--- src/rtl/alu_4bits.sv ---
// rtl/alu_4bits.sv - dual-rail 4-bit add/subtract ALU with registered result and flags
//
// Purpose: sums or subtracts two dual-rail encoded 4-bit operands and registers
// the dual-rail result together with signed-overflow, negative and zero flags.
// Each pair of rails is 00 = NULL, 01 = logical 0, 10 = logical 1, 11 = illegal.
// A complete DATA wavefront registers a result, a complete NULL wavefront
// registers all-NULL outputs, and anything else holds the outputs.
//
// Ports:
//   clk    in   1  rising-edge clock
//   rst_n  in   1  asynchronous active-low reset (outputs forced to NULL)
//   a      in   8  operand A, 4 dual-rail bits, bit 0 on rails [1:0]
//   b      in   8  operand B, 4 dual-rail bits
//   opr    in   2  operation, dual-rail: logical 0 = add, logical 1 = subtract
//   soma   out  8  result R, 4 dual-rail bits
//   of     out  2  signed overflow flag, dual-rail
//   neg    out  2  negative flag (R[3]), dual-rail
//   zero   out  2  zero flag (R == 0), dual-rail

module alu_4bits (
  input  logic       clk,
  input  logic       rst_n,
  input  logic [7:0] a,
  input  logic [7:0] b,
  input  logic [1:0] opr,
  output logic [7:0] soma,
  output logic [1:0] of,
  output logic [1:0] neg,
  output logic [1:0] zero
);

  logic [3:0] a_v;
  logic [3:0] b_v;
  logic       opr_v;
  logic [3:0] b_x;
  logic [3:0] r;
  logic       of_v;
  logic       is_data;
  logic       is_null;
  logic [7:0] soma_enc;

  // The high rail of each pair carries the logical value once the pair is valid.
  always_comb begin
    a_v = 4'd0;
    b_v = 4'd0;
    for (int i = 0; i < 4; i++) begin
      a_v[i] = a[2*i+1];
      b_v[i] = b[2*i+1];
    end
    opr_v = opr[1];
  end

  // A pair is valid DATA only when exactly one rail is high.
  always_comb begin
    is_data = opr[1] ^ opr[0];
    for (int i = 0; i < 4; i++) begin
      is_data = is_data & (a[2*i+1] ^ a[2*i]) & (b[2*i+1] ^ b[2*i]);
    end
    is_null = ~|{a, b, opr};
  end

  // Subtraction as A + ~B + 1; the carry-out is deliberately dropped.
  always_comb begin
    b_x  = opr_v ? ~b_v : b_v;
    r    = a_v + b_x + {3'b000, opr_v};
    // Same-sign effective operands producing a result of the other sign.
    of_v = (a_v[3] == b_x[3]) && (r[3] != a_v[3]);
  end

  always_comb begin
    soma_enc = 8'h00;
    for (int i = 0; i < 4; i++) begin
      soma_enc[2*i+1 -: 2] = r[i] ? 2'b10 : 2'b01;
    end
  end

  always_ff @(posedge clk or negedge rst_n) begin
    if (!rst_n) begin
      soma <= 8'h00;
      of   <= 2'b00;
      neg  <= 2'b00;
      zero <= 2'b00;
    end else if (is_data) begin
      soma <= soma_enc;
      of   <= of_v ? 2'b10 : 2'b01;
      neg  <= r[3] ? 2'b10 : 2'b01;
      zero <= (r == 4'd0) ? 2'b10 : 2'b01;
    end else if (is_null) begin
      soma <= 8'h00;
      of   <= 2'b00;
      neg  <= 2'b00;
      zero <= 2'b00;
    end
    // Incomplete wavefronts hold every output.
  end

endmodule

--- config.mk ---
export PLATFORM = sky130hd
export DESIGN_NAME = alu_4bits
export DESIGN_NICKNAME = d
export VERILOG_FILES = /design/src/rtl/alu_4bits.sv
export SDC_FILE = /design/constraint.sdc
export NUM_CORES = 1
export LEC_CHECK = 0
export CAP_MARGIN = 10
export CORE_MARGIN = 2
export CORE_UTILIZATION = 46
export DETAILED_ROUTE_END_ITERATION = 8
export PLACE_DENSITY = 0.9
export RECOVER_POWER = 100
export SYNTH_ARGS = -nofsm -noshare
export SYNTH_HDL_FRONTEND = slang
export SYNTH_SLANG_ARGS = --single-unit
export TNS_END_PERCENT = 20
--- constraint.sdc ---
create_clock -name clk -period 1.15 [get_ports clk]
set_input_delay 0.1725 -clock clk [delete_from_list [all_inputs] [get_ports clk]]
set_output_delay 0.1725 -clock clk [all_outputs]
set_load 0.05 [all_outputs]
==> flow_metrics.env, run 1 <==
export IMPL_error="[ERROR DPL-0038] Utilization greater than 100%, impossible to legalize"
export IMPL_numCtsBuffers=3
export IMPL_initial_core_util_pct=49.0
export IMPL_ys_flop_type="dfrtp_1"
export IMPL_synth_edff_count=0
export IMPL_synthArstFlopShare_pct=100
export IMPL_yosysTopAreaCell="dfrtp_1"
export IMPL_worstEndpointType="sequential cell input"
export IMPL_dp_slack_ns=-1.10
export IMPL_synth_fp_nets=117
export IMPL_synth_area_sq_um=855
export IMPL_pin_count=34
export IMPL_grt_start_max_net_pins=13
export IMPL_die_y_um=47.1
export IMPL_io_buffers=33
export IMPL_hpwl_um=1990
export IMPL_synth_distinct_cells=28
export IMPL_synth_common_cells="18 x inv_1, 12 x dfrtp_1, 11 x ha_1, 5 x nand2_1, 5 x xor2_1"
export IMPL_synth_area_top_cells="dfrtp_1 35%, ha_1 16%, inv_1 7.9%, xor2_1 5.1%, o2bb2ai_1 4.1%"
export IMPL_clockBufferDepth=2
export IMPL_synth_most_common_cell="inv_1"
export IMPL_synth_warnings=0
export IMPL_routabilityCongestion=0.759
export IMPL_crit_endpoint="soma[6]$_DFFE_PN0P_/D"
export IMPL_ys_seq_elements=12
export IMPL_avgSynthCellArea_sq_um=10.1
export IMPL_num_rows=15
export IMPL_ctsHoldBuffers=0
export IMPL_synthCells=85
export IMPL_cts_num_sinks=12
export IMPL_clock_root_buffer="clkbuf_4"
export IMPL_status="aborted with a tool error"
export IMPL_yosysSeqAreaShare_pct=35.1
export IMPL_h_tree_depth=1
export IMPL_synth_top_cell_area_share_pct=35.1
export IMPL_die_w_um=47.1
export IMPL_haltStage="5_1_grt"
==> logic make-up after synthesis <==
family,Yosys count,share of synthesized area (%)
simple gates,15,9.96
buf+inv,22,12.3
compound gates,15,14.5
fa+ha+maj,12,18.4
mux,2,2.49
xor+xnor,7,7.17
flops,12,35.1
==> through the flow <==
step | cells | TNS, ns | utilization [%] | area, sq um
2_1_floorplan | 85 | -5.73 | - | 917
3_3_place_gp | 157 | -12.15 | 86.9 | 1520
3_5_place_dp | 157 | -12.57 | 86.9 | 1520
4_1_cts | 163 | -3.69 | 94.6 | 1650
==> timing repair <==
item | CTS
pin swaps | 16
gates resized for setup | 82
endpoints found under the setup margin | 12
buffers inserted | 2
gates cloned | 1
==> run 2, diff against run 1 <==
Settings changed: CORE_AREA from default to 2 2 63 65, CORE_MARGIN 2 to default, CORE_UTILIZATION 46 to default, DIE_AREA from default to 0 0 65 67, PLACE_DENSITY 0.9 to default, PLACE_DENSITY_LB_ADDON from default to 0.15.
==> run 2 against run 1 <==
- the flow now finishes, with violations (negative setup slack)
- synthesized area unchanged
- synthesized cell count is the same
==> flow_metrics.env, run 2 <==
export IMPL_crit_chain="buf_8 -> xor2_1 -> ha_1 -> a21o_1 -> a31o_4 -> buf_6 -> mux2i_4 -> a22o_1"
export IMPL_cpPeakStageDelay_ns=0.32
export IMPL_required_ns=1.27
export IMPL_stdcell_count=183
export IMPL_clockBufferDepth=2
export IMPL_violations="negative setup slack"
export IMPL_period_minus_slack_ns=1.50
export IMPL_clk_pin_slew_ns=0.05
export IMPL_ys_flop_type="dfrtp_1"
export IMPL_p_leak_nw=0.730
export IMPL_cts_tree="built"
export IMPL_crit_arrival_ns=1.62
export IMPL_dp_cells=180
export IMPL_fill_cells=383
export IMPL_finClkSkew_ns=0
export IMPL_layout_common_cells="14 x buf_4, 13 x buf_2, 12 x clkbuf_2, 12 x dfrtp_1"
export IMPL_p_clk_share_pct=23.0
export IMPL_setup_violations=12
export IMPL_start_kind="primary input"
export IMPL_synth_edff_count=0
export IMPL_hold_depth=4
export IMPL_synth_area_sq_um=855
export IMPL_synthArstFlopShare_pct=100
export IMPL_largest_register="soma"
export IMPL_pwr_share_comb_pct=45.5
export IMPL_maxSlewViolCount=0
export IMPL_clock_root_buffer="clkbuf_8"
export IMPL_grt_pass1_vias=853
export IMPL_antenna_found_initial=0
export IMPL_drive_gt1_share_pct=62.2
export IMPL_hold_path_end="of[0]"
export IMPL_criticalPathCategory="primary input to flip-flop"
export IMPL_largest_reg_flops=8
export IMPL_grt_start_max_net_pins=13
export IMPL_holdCritPathClass="primary input to flip-flop"
export IMPL_yosysTopAreaCell="dfrtp_1"
export IMPL_io_buffers=33
export IMPL_die_w_um=65
export IMPL_die_area_sq_um=4360
export IMPL_synthAdderAreaFrac_pct=18.4
export IMPL_initialDrtViolationCount=13
export IMPL_synth_top_family_by_area="adder cells"
export IMPL_worstSetupEndpointType="flip-flop"
export IMPL_ant_nets=0
export IMPL_status="finished, violations left"
export IMPL_h_tree_depth=1
export IMPL_p_int_w=0.00100
export IMPL_numCtsBuffers=3
export IMPL_cp_top_family="compound AO/OA/AOI/OAI gates"
export IMPL_top_regs="soma: 8 flops, of: 2 flops, zero: 2 flops"
export IMPL_switchingPower_w=0.000577
export IMPL_synth_common_cells="18 x inv_1, 12 x dfrtp_1, 11 x ha_1, 5 x nand2_1, 5 x xor2_1"
export IMPL_max_clock_freq_mhz=666
export IMPL_die_y_um=67
export IMPL_synth_warnings=0
export IMPL_pin_count=34
export IMPL_synth_area_top_cells="dfrtp_1 35%, ha_1 16%, inv_1 7.9%, xor2_1 5.1%, o2bb2ai_1 4.1%"
export IMPL_stdcell_area_sq_um=1450
export IMPL_r2r_end="soma[1]"
export IMPL_nets=169
export IMPL_synth_top_cell_area_share_pct=35.1
export IMPL_slew_headroom_pct=59.9
export IMPL_routabilityCongestion=0.846
export IMPL_synthMuxAreaShare_pct=2.49
export IMPL_synth_most_common_cell="inv_1"
export IMPL_avgSynthCellArea_sq_um=10.1
export IMPL_synthCells=85
export IMPL_p_seq_share_pct=31.4
export IMPL_clock_latency_ns=0.24
export IMPL_critPathMaxFanout=2
export IMPL_cts_num_sinks=12
export IMPL_hpwl_um=1840
export IMPL_path_buf_inv=2
export IMPL_core_area_sq_um=3610
export IMPL_routed_via_density=4.40
export IMPL_reg2reg_slack_ns=0.39
export IMPL_final_hold_violation_count=0
export IMPL_crit_slowest_cell="ha_1"
export IMPL_worstRegToRegCells=1
export IMPL_fin_crit_sh_pct=130
export IMPL_reg2reg_from="soma[1]"
export IMPL_post_cts_buffers=0
export IMPL_initial_core_util_pct=23.7
export IMPL_ys_seq_elements=12
export IMPL_fin_hold_ws_ns=0.387
export IMPL_rsz0062_at_grt="true"
export IMPL_yosysSeqAreaShare_pct=35.1
export IMPL_power_density_nw_per_um2=1090
export IMPL_globalRouteTotalUtil_pct=11.3
export IMPL_antenna_cells=0
export IMPL_num_rows=22
export IMPL_place_area_sq_um=1550
export IMPL_grt_pass1_wl_um=3680
export IMPL_tightest_slew_ns=0.601
export IMPL_holdCritStartpoint="a[7]"
export IMPL_ir_drop_uv=350
export IMPL_synth_distinct_cells=28
export IMPL_synth_simple_area_share_pct=9.96
export IMPL_synth_compound_area_share_pct=14.5
export IMPL_wl_um=2230
export IMPL_final_common_cell="buf_4"
export IMPL_synth_fp_nets=117
export IMPL_p_sw_share_pct=36.5
export IMPL_vias=805
export IMPL_grt_overflow_total=0
export IMPL_fin_ws_ns=-0.350
export IMPL_drtPass1Iterations=4
export IMPL_drc=0
export IMPL_area_delta_synth_final_pct=69.3
export IMPL_synth_xor_xnor_area_share_pct=7.17
export IMPL_routedWlPerCell_um=12.2
export IMPL_maxCapViolCount=0
==> run 2: cell counts after synthesis <==
No cell type changed its count.
==> run 2: worst max path at each step <==
stage | end | cells after the start | slack [ns] | start
final | of[1] | 8 | -0.35 | b[5]
after global routing | of[1] | 8 | -0.37 | b[5]
after CTS | soma[1] | 8 | -0.37 | b[5]
after detailed placement | soma[6] | 8 | -1.08 | b[5]
after global placement | soma[6] | 8 | -1.09 | b[5]
after floorplan | soma[6] | 8 | -0.56 | b[4]
==> run 2: power by group through the flow <==
stage	Combinational, W	Clock (W)	Sequential, W
2_1_floorplan	0.000241	0	0.000651
3_3_place_gp	0.000805	0	0.000530
3_5_place_dp	0.000817	0	0.000532
4_1_cts	0.000864	0.000377	0.000526
5_1_grt	0.000779	0.000393	0.000504
6_report	0.000720	0.000364	0.000497
==> run 2: per-layer routing <==
layer / track usage, % / vias to the layer above / routed length, um
li1: - / 388 / -
met4: 7.18 / 0 / 59
met2: 22.2 / 32 / 1150
met3: 1.18 / 5 / 130
met1: 11.2 / 380 / 893
met5: 0 / - / 0
==> run 2: final cells by class <==
cell class                 instances  area (sq um)  share of cell area, %
sequential                        12           300                   20.8
multi-input combinational         52           607                   42.0
timing repair buffer              50           348                   24.0
tap                               48          60.1                   4.15
clock buffer                       3          41.3                   2.85
inverter                          18          90.1                   6.23
==> run 2: cell families (layout without fill, tap and decap cells) <==
group	after synthesis	after routing
buffers and inverters	22	71
AOI/OAI and AO/OA	15	15
and+or+nand+nor	15	16
adders and majority gates	12	12
DFF	12	12
xor gates and xnor gates	7	7
muxes	2	2
==> run 2: what timing repair did <==
action / in CTS / in global routing
setup endpoints to repair: 12 / 12
hold buffers: 0 / 0
pin swaps: 17 / 5
gates resized for setup: 79 / 10
gates cloned: 1 / 0
==> run 2: through the flow <==
step / power [W] / TNS (ns) / worst slack (ns) / utilization [%]
after floorplan: 0.000891 / -5.73 / -0.560 / -
after global placement: 0.00134 / -12.33 / -1.09 / 42.9
after detailed placement: 0.00135 / -12.33 / -1.08 / 42.9
after CTS: 0.00177 / -3.59 / -0.369 / 45.7
after global routing: 0.00168 / -3.96 / -0.375 / 40.1
final: 0.00158 / -3.45 / -0.350 / 40.1
Power figures use the tool's default switching activity.
